File: config.mk
export PLATFORM = sky130hd
export DESIGN_NAME = shape_column_gen
export DESIGN_NICKNAME = d
export VERILOG_FILES = /design/src/rtl/shape_pkg.sv /design/src/rtl/shape_pixel_eval.sv /design/src/rtl/shape_column_gen.sv
export SDC_FILE = /design/constraint.sdc
export NUM_CORES = 2
export LEC_CHECK = 0
export BUFFER_PORTS_ARGS = -buffer_cell sky130_fd_sc_hd__buf_2
export CAP_MARGIN = 30
export CELL_PAD_IN_SITES_DETAIL_PLACEMENT = 1
export CELL_PAD_IN_SITES_GLOBAL_PLACEMENT = 2
export CORE_AREA = 3 3 473 475
export CTS_CLUSTER_DIAMETER = 200
export DETAILED_ROUTE_END_ITERATION = 8
export DIE_AREA = 0 0 476 478
export GPL_TIMING_DRIVEN = 0
export HOLD_SLACK_MARGIN = 0.02
export PLACE_DENSITY = 0.72
export SETUP_SLACK_MARGIN = 0.02
export SKIP_CTS_REPAIR_TIMING = 1
export SLEW_MARGIN = 20
export SYNTH_ARGS = -nofsm -noshare
export SYNTH_HDL_FRONTEND = slang
export SYNTH_SLANG_ARGS = --single-unit
File: constraint.sdc
create_clock -name clk_in -period 57.7 [get_ports clk_in]
set_input_delay 11.54 -clock clk_in [delete_from_list [all_inputs] [get_ports clk_in]]
set_output_delay 11.54 -clock clk_in [all_outputs]
set_load 0.1 [all_outputs]
File: src/rtl/shape_pkg.sv
// Shared types and width helpers for the shape column generator.
//   mode_e  : per-request rendering mode (matches the 2-bit mode port encoding)
//   state_e : column generator FSM states
//   coord_w : signed width holding any column/row difference
//   d2_w    : width holding dx*dx + dy*dy without truncation
package shape_pkg;

  typedef enum logic [1:0] {
    MODE_OFF    = 2'd0,
    MODE_FILLED = 2'd1,
    MODE_SHELL  = 2'd2,
    MODE_SOLID  = 2'd3
  } mode_e;

  typedef enum logic [1:0] {
    ST_IDLE,
    ST_SCAN,
    ST_DONE
  } state_e;

  // One extra bit over the largest coordinate so a difference is signed-safe.
  function automatic int coord_w(input int num_cols, input int num_rows);
    return $clog2((num_cols > num_rows) ? num_cols : num_rows) + 1;
  endfunction

  // Each square of a COORD_W-bit magnitude fits in 2*COORD_W-2 bits, so the
  // sum of two fits comfortably in 2*COORD_W.
  function automatic int d2_w(input int cw);
    return 2 * cw;
  endfunction

  localparam int DEF_COORD_W = coord_w(64, 64);
  localparam int DEF_D2_W    = d2_w(DEF_COORD_W);

endpackage

File: src/rtl/shape_pixel_eval.sv
// Combinational per-pixel test for one display pixel.
//   dx, dy : signed offset of the pixel from the circle centre
//   r2     : outer radius squared
//   ri2    : inner (shell) radius squared, zero when the shell covers the disc
//   mode   : rendering mode
//   lit    : pixel takes the request colour
module shape_pixel_eval
  import shape_pkg::*;
#(
  parameter int COORD_W = DEF_COORD_W,
  parameter int D2_W    = DEF_D2_W
) (
  input  logic signed [COORD_W-1:0] dx,
  input  logic signed [COORD_W-1:0] dy,
  input  logic        [D2_W-1:0]    r2,
  input  logic        [D2_W-1:0]    ri2,
  input  mode_e                     mode,
  output logic                      lit
);

  logic [COORD_W-1:0] dx_abs;
  logic [COORD_W-1:0] dy_abs;
  logic [D2_W-1:0]    d2;

  // Squaring magnitudes keeps the multiply unsigned and the sum exact.
  assign dx_abs = dx[COORD_W-1] ? $unsigned(-dx) : $unsigned(dx);
  assign dy_abs = dy[COORD_W-1] ? $unsigned(-dy) : $unsigned(dy);
  assign d2     = D2_W'(dx_abs) * D2_W'(dx_abs) + D2_W'(dy_abs) * D2_W'(dy_abs);

  // NOTE: lit gets a default before the case so no path leaves it unassigned,
  // which would otherwise infer a latch.
  always_comb begin
    lit = 1'b0;
    unique case (mode)
      MODE_OFF:    lit = 1'b0;
      MODE_FILLED: lit = (d2 <= r2);
      MODE_SHELL:  lit = (d2 >= ri2) && (d2 <= r2);
      MODE_SOLID:  lit = 1'b1;
    endcase
  end

endmodule

File: src/rtl/shape_column_gen.sv
// Renders two display columns of a circular cross-section into a per-pixel
// colour buffer, ROWS_PER_CYCLE rows per clock, and hands the finished frame
// over with a valid/ready handshake.
//   clk_in, rst_in            : clock, asynchronous active-high reset
//   req_valid / req_ready     : request handshake (accepted only in IDLE)
//   column_index1/2           : x of the two rendered columns
//   center_x, center_y        : circle centre
//   radius, shell_w           : outer radius, shell thickness (SHELL mode)
//   mode, color               : rendering mode and lit-pixel colour
//   out_valid / out_ready     : frame handshake
//   columns[c][y]             : c=0 -> column_index1, c=1 -> column_index2
module shape_column_gen
  import shape_pkg::*;
#(
  parameter int NUM_COLS       = 64,
  parameter int NUM_ROWS       = 64,
  parameter int RGB_RES        = 9,
  parameter int ROWS_PER_CYCLE = 1
) (
  input  logic                                      clk_in,
  input  logic                                      rst_in,
  input  logic                                      req_valid,
  output logic                                      req_ready,
  input  logic [$clog2(NUM_COLS)-1:0]               column_index1,
  input  logic [$clog2(NUM_COLS)-1:0]               column_index2,
  input  logic [$clog2(NUM_COLS)-1:0]               center_x,
  input  logic [$clog2(NUM_ROWS)-1:0]               center_y,
  input  logic [$clog2(NUM_ROWS)-1:0]               radius,
  input  logic [$clog2(NUM_ROWS)-1:0]               shell_w,
  input  logic [1:0]                                mode,
  input  logic [RGB_RES-1:0]                        color,
  output logic                                      out_valid,
  input  logic                                      out_ready,
  output logic [1:0][NUM_ROWS-1:0][RGB_RES-1:0]     columns
);

  localparam int CX_W    = $clog2(NUM_COLS);
  localparam int CY_W    = $clog2(NUM_ROWS);
  localparam int COORD_W = coord_w(NUM_COLS, NUM_ROWS);
  localparam int D2_W    = d2_w(COORD_W);
  localparam logic [CY_W-1:0] LAST_ROW = CY_W'(NUM_ROWS - ROWS_PER_CYCLE);

  if (NUM_ROWS % ROWS_PER_CYCLE != 0) begin : g_bad_rows_per_cycle
    $error("shape_column_gen: ROWS_PER_CYCLE must divide NUM_ROWS");
  end

  state_e state_q, state_d;

  // Request fields captured at accept so later input changes cannot disturb
  // the frame in progress.
  logic [CX_W-1:0]    col1_q, col2_q, cx_q;
  logic [CY_W-1:0]    cy_q, rad_q, shw_q;
  mode_e              mode_q;
  logic [RGB_RES-1:0] color_q;
  logic [CY_W-1:0]    row_q;

  logic accept;
  logic scanning;

  logic [CY_W-1:0] ri;
  logic [D2_W-1:0] r2, ri2;

  logic signed [COORD_W-1:0]               dx [2];
  logic [ROWS_PER_CYCLE-1:0][CY_W-1:0]     row_idx;
  logic [1:0][ROWS_PER_CYCLE-1:0][RGB_RES-1:0] pix;

  // ---------------------------------------------------------------- FSM
  // NOTE: state registers use non-blocking assignment so every flop samples
  // pre-edge values regardless of block ordering.
  always_ff @(posedge clk_in or posedge rst_in) begin
    if (rst_in) state_q <= ST_IDLE;
    else        state_q <= state_d;
  end

  always_comb begin
    state_d   = state_q;
    req_ready = 1'b0;
    out_valid = 1'b0;
    case (state_q)
      ST_IDLE: begin
        req_ready = 1'b1;
        if (req_valid) state_d = ST_SCAN;
      end
      ST_SCAN: begin
        if (row_q == LAST_ROW) state_d = ST_DONE;
      end
      ST_DONE: begin
        out_valid = 1'b1;
        if (out_ready) state_d = ST_IDLE;
      end
      default: state_d = ST_IDLE;
    endcase
  end

  assign accept   = (state_q == ST_IDLE) && req_valid;
  assign scanning = (state_q == ST_SCAN);

  // ------------------------------------------------------- geometry terms
  // Inner radius clamps at zero, making SHELL degenerate to FILLED.
  assign ri  = (rad_q > shw_q) ? (rad_q - shw_q) : '0;
  assign r2  = D2_W'(rad_q) * D2_W'(rad_q);
  assign ri2 = D2_W'(ri) * D2_W'(ri);

  // Zero-extend before subtracting; the extra bit makes the result a correct
  // two's-complement offset.
  assign dx[0] = COORD_W'(col1_q) - COORD_W'(cx_q);
  assign dx[1] = COORD_W'(col2_q) - COORD_W'(cx_q);

  for (genvar k = 0; k < ROWS_PER_CYCLE; k++) begin : g_row
    logic signed [COORD_W-1:0] dy;

    assign row_idx[k] = row_q + CY_W'(k);
    assign dy         = COORD_W'(row_idx[k]) - COORD_W'(cy_q);

    for (genvar c = 0; c < 2; c++) begin : g_col
      logic lit;

      shape_pixel_eval #(
        .COORD_W (COORD_W),
        .D2_W    (D2_W)
      ) u_eval (
        .dx   (dx[c]),
        .dy   (dy),
        .r2   (r2),
        .ri2  (ri2),
        .mode (mode_q),
        .lit  (lit)
      );

      assign pix[c][k] = lit ? color_q : '0;
    end
  end

  // ------------------------------------------------------------ datapath
  // NOTE: the column buffer is reset along with the control state because
  // its all-zero contents are observable straight after reset.
  always_ff @(posedge clk_in or posedge rst_in) begin
    if (rst_in) begin
      col1_q  <= '0;
      col2_q  <= '0;
      cx_q    <= '0;
      cy_q    <= '0;
      rad_q   <= '0;
      shw_q   <= '0;
      mode_q  <= MODE_OFF;
      color_q <= '0;
      row_q   <= '0;
      columns <= '0;
    end else if (accept) begin
      col1_q  <= column_index1;
      col2_q  <= column_index2;
      cx_q    <= center_x;
      cy_q    <= center_y;
      rad_q   <= radius;
      shw_q   <= shell_w;
      mode_q  <= mode_e'(mode);
      color_q <= color;
      row_q   <= '0;
      columns <= '0;
    end else if (scanning) begin
      for (int k = 0; k < ROWS_PER_CYCLE; k++) begin
        columns[0][row_idx[k]] <= pix[0][k];
        columns[1][row_idx[k]] <= pix[1][k];
      end
      // Wraps to zero after the final group; harmless, IDLE reloads it.
      row_q <= row_q + CY_W'(ROWS_PER_CYCLE);
    end
  end

endmodule

Word level (Yosys, flattened, before mapping):

Cells that the tools add are included.

* order comparisons: 7
* $mul: 5
* equal/unequal tests: 9
* reduce and logical (&&, ||, !) cells: 8
* mux-type cells: 22
* $add $sub $neg: 10

Operators by type and width (number)
* 1152-bit 2-to-1 mux: 2
* 576-bit bitwise mux: 2
* 9-bit demux with 6-bit select: 1
* 7-bit by 7-bit multiplier with 14-bit output: 3
* 14-bit adder: 2
* 14-bit by 12-bit >= comparator with 1-bit output: 2
* 14-bit by 12-bit <= comparator with 1-bit output: 2
* 9-bit 2-to-1 mux: 3
* 6-bit by 6-bit multiplier with 12-bit output: 2
* 7-bit 2-to-1 mux: 3
* 7-bit negation: 3
* 6-bit by 6-bit subtractor with 7-bit output: 3
* 6-bit 2-to-1 mux: 3
* 1-bit one-hot mux with 4 select lines: 2
* 6-bit by 7-bit less-than comparator with 1-bit output, second input constant: 1
* 6-bit by 1-bit adder with 6-bit output, second input constant: 1
* 2-bit == test, second input constant: 3
* 6-bit == test, second input constant: 1
* 6-bit by 1-bit >= comparator with 1-bit output, second input constant: 1
* 6-bit greater-than comparator: 1
* 2-bit 2-to-1 mux: 3
* 2-bit one-hot mux with 3 select lines: 1
* 6-bit subtractor: 1
* 2-bit by 1-bit == test with 1-bit output, second input constant: 2
* other kinds (7): 13

* bits of input ports: 51
* output and inout bits: 1154
* word-level logic and storage cells: 199
* flip-flop bits (word level): 1207

Logic depth before layout (Yosys ltp):

* word-level depth: 12
* gate-level depth with buffers: 48
* mapped depth without buffers: 43

Cells and area by module:

From an unflattened synthesis, not the netlist that was laid out.

* cells, all modules: 4761
* area total of the unflattened synthesis: 54156.9 sq um

By module, submodules not included
* shape_column_gen: instances 1, cells each 3919, seq. area each 30204.0 sq um, area each 47170.2 sq um
* shape_pixel_eval: instances 2, cells each 421, seq. area each 0.0 sq um, area each 3493.4 sq um

Worst setup path before layout:

OpenSTA, ideal clock, no wires.

* path type: flip-flop to output port
* from: reg state_q[0]
* to: out out_valid
* setup slack: 44.400 ns
* cell stages (with the launch flop): 2
* path buffers: 0
* data required time: 46.160 ns
* arrival: 1.760 ns
* cell sequence: dfrtp_1 nor2b_1

* word-level cells in the longest chain between the ends: 2

Ends and longest elaborated chain
* start, declared: RTL line shape_column_gen.sv:47 `state_e state_q, state_d;`
* start signal, assigned: RTL line shape_column_gen.sv:72 `else state_q <= state_d;`
* 2-bit == test: RTL line shape_column_gen.sv:79 `case (state_q)`
* 1-bit 2-to-1 mux: RTL line shape_column_gen.sv:79
* end, declared: RTL line shape_column_gen.sv:32 `output logic out_valid,`

No other way between the ends.

Worst setup path in the final report:

* from: reg state_q[1]
* to: out req_ready

* word-level cells in the longest chain between the ends: 2

Ends and longest elaborated chain
* 2-bit logical NOT: RTL line shape_column_gen.sv:79
* 1-bit 2-to-1 mux: RTL line shape_column_gen.sv:79
* end, declared: RTL line shape_column_gen.sv:23 `output logic req_ready,`

No other way between the ends.

==> results.tsv <==
stage	metric	value	unit
die	die area	228000	um2
detailed_routing	antenna-violating nets left	0	
final_layout	area grow syn2layout	29.6	%
cts	clk root buf	clkbuf_16	
setup_path	crit path capture type	output pin	
logic_synthesis	Seq/Total Area, Yosys	0.543	
placed_design	Placed Cells	10000	
die	initial core utilization	0.253	
grt	initial antenna violation count	39	
detailed_routing	Vias	52400	
setup_path	Worst Path Max Fanout	4	
detailed_routing	Residual DRC	0	
sta	hold violation count in the final report	0	
cts	CTS tree	built	
detailed_routing	WL final	318	mm
final_layout	final net count	7543	
cts	Clock transition at path regs	60	ps
sta	Slew Limit Fails	0	
setup_path	R2R Path End	columns[771]$_DFFE_PP0P_	
logic_synthesis	Distinct cells, synth	76	
grt	pin count of the biggest net entering global routing	105	
final_layout	Final Non-Filler Cells	10300	
detailed_routing	WL/cell	30.7	um
hold_path	Min-Delay Endpoint	columns[1089]$_DFFE_PP0P_	
sta	RSZ-0062 raised after global routing	false	
logic_synthesis	Syn Area/Cell	9.58	um2
final_layout	post-route cell area	72000	um2
sta	Setup TNS	0	ps
die	Core Area	220000	um2
setup_path	Crit path buffers/inverters	1	
final_layout	most frequent cells in the layout	buf_2, dfrtp_1, nand3_1	
setup_path	reg2reg start	row_q[0]$_DFFE_PP0P_	
die	row count	172	
setup_path	Worst Setup Start Kind	flop	
cts	CTS sink cnt	1207	
logic_synthesis	Main synth FF type	dfrtp_1	
placed_design	placed inst area	66800	um2
logic_synthesis	Mapped Area	55600	um2
run	max_cap viols	0	
outcome	status	finished clean	
setup_path	Max stage delay on crit path	570	ps
grt	grt ovf	0	
sta	worst slew pin tran	1070	ps
cts	CTS max path bufs	3	
sta	min Tclk post-route	13830	ps
cts	Clk Latency, worst-skew pair	830	ps
setup_path	WP data arrival	2290	ps
hold_path	hold path start	columns[1089]$_DFFE_PP0P_	
detailed_routing	Via density	5.06	
sta	setup violators final	0	
setup_path	worst reg2reg setup slack	44920	ps
placed_design	port buffer count	1204	
setup_path	CP Data Required Time	46160	ps
hold_path	Hold Path Cell Cnt	2	
final_layout	commonest non-fill, non-tap cell in the layout	buf_2	
detailed_routing	DR iter-0 viols	3175	
cts	H-tree levels	4	
setup_path	cell family with most CP delay	buffers and inverters	
logic_synthesis	FF+latch count, synth	1207	
cts	clock buffer count from CTS	149	
logic_synthesis	synth warn	0	
sta	fin crit share	0.240	
setup_path	critical path class	flop to output pin	
die	Die H	478	um
placed_design	post-detail-place hpwl	247	mm
grt	number of global-route vias before repair	54400	
setup_path	CP max stage cell	buf_2	
setup_path	Critical Path, Cell by Cell	nor2_1 -> buf_2	
grt	first-pass GRT wire length	439	mm
final_layout	fraction of layout cells with a size suffix above 1	0.229	
detailed_routing	iteration count of the initial detailed-routing pass	5	
setup_path	reg2reg path depth	39	
sta	maximum clock frequency	0.0723	GHz
sta	relative slew slack	0.289	
hold_path	worst hold-check path type	flop to flop	
logic_synthesis	Post-synth EDFFs	0	
grt	Total Routing Usage GR	0.272	
logic_synthesis	FFs w/ async S/R, synth	1.00	
logic_synthesis	Mapped Cells	5802	
placed_design	routability cong.	0.884	
die	IO Pins	1205	
die	DIE WIDTH	476	um
sta	Fin Clk Skew	46.1	ps
## synth_stat cells (8+ instances only)
cell type  instances  area share
xnor2_1           50      0.0079
o21a_1            10      0.0014
a21o_1            20      0.0027
and2_1            16      0.0018
buf_2             34      0.0031
clkbuf_2          12      0.0011
nor3_1            23      0.0021
clkbuf_1         407       0.027
nand3_2            9      0.0016
nand3_1         1176        0.11
o31ai_4           38       0.015
nor2b_1           21      0.0024
fa_1              87       0.031
a21oi_1           49      0.0044
dfrtp_1         1207        0.54
and3_1             9      0.0010
o21ai_0          831       0.075
nor2_1           149       0.010
nand2b_1          21      0.0024
nand2_1          746       0.050
ha_1             171       0.038
o21ai_1          314       0.028
inv_1            212       0.014
xor2_1            29      0.0046
o31ai_1           29      0.0039
nand4_1            8     0.00090
o211ai_1           8      0.0011
## area by class of cell
type,count,area (um2)
diodes,31,77.6
plain buffers,468,1960
clock buffers,223,4380
clock inverters,45,713
fillers,25500,148000
inverters,213,807
multi-input cells,3921,22800
flip-flops and latches,1207,30200
well taps,2958,3700
repair buffers,1274,7390
## cells by family (layout without fill, tap and decap cells)
logic type                 Yosys count  after routing  synth area share
AOI/OAI and AO/OA                 1349           1349             0.139
xor gates and xnor gates            80             80            0.0129
muxes                                8              8           0.00146
and+or+nand+nor                   2217           2217             0.184
adders and majority gates          258            258            0.0698
other                                2             40          0.000135
buffers and inverters              681           2223            0.0491
DFF                               1207           1207             0.543
## sequential cells by signal, indices dropped and copies added, names as in the netlist
name	count
state_q	2
mode_q	2
cx_q	6
row_q	6
color_q	9
col2_q	6
shw_q	6
cy_q	6
rad_q	6
columns	1152
col1_q	6
## worst register-to-register path, delay by kind of cell, from the launching register on
family | cells | cell delay [ps]
xor+xnor | 3 | 1400
buf+inv | 9 | 1770
flops | 1 | 400
fa+ha+maj | 13 | 5690
compound gates | 7 | 1810
simple gates | 7 | 1640
## worst max path at each step
stage | start | endpoint | depth (start not counted)
finish | state_q[1]$_DFFE_PP0P_ | req_ready | 2
global placement | rst_in | columns[1062]$_DFFE_PP0P_ | 2
global route | state_q[1]$_DFFE_PP0P_ | req_ready | 2
detailed placement | req_valid | columns[656]$_DFFE_PP0P_ | 8
CTS | state_q[1]$_DFFE_PP0P_ | req_ready | 2
floorplan | rst_in | col1_q[0]$_DFFE_PP0P_ | 1
## metal layers
metal,global-route usage,part of all wire,vias to the layer above
li1,-,-,22900
met1,0.328,0.40,27200
met2,0.443,0.47,1757
met3,0.0716,0.077,491
met4,0.141,0.059,2
met5,0,0.000057,-
## stage by stage
step | hold WS (ps) | util | setup WS [ps]
after floorplan | 452 | - | 12160
after global placement | 475 | 0.297 | -3730
after detailed placement | 474 | 0.304 | 43050
after CTS | 497 | 0.327 | 43730
after global routing | 514 | 0.328 | 43830
final | 491 | 0.328 | 43870
Power is not shown: default switching activity piles up to over one toggle a cycle in this logic, so the estimate is an artifact.
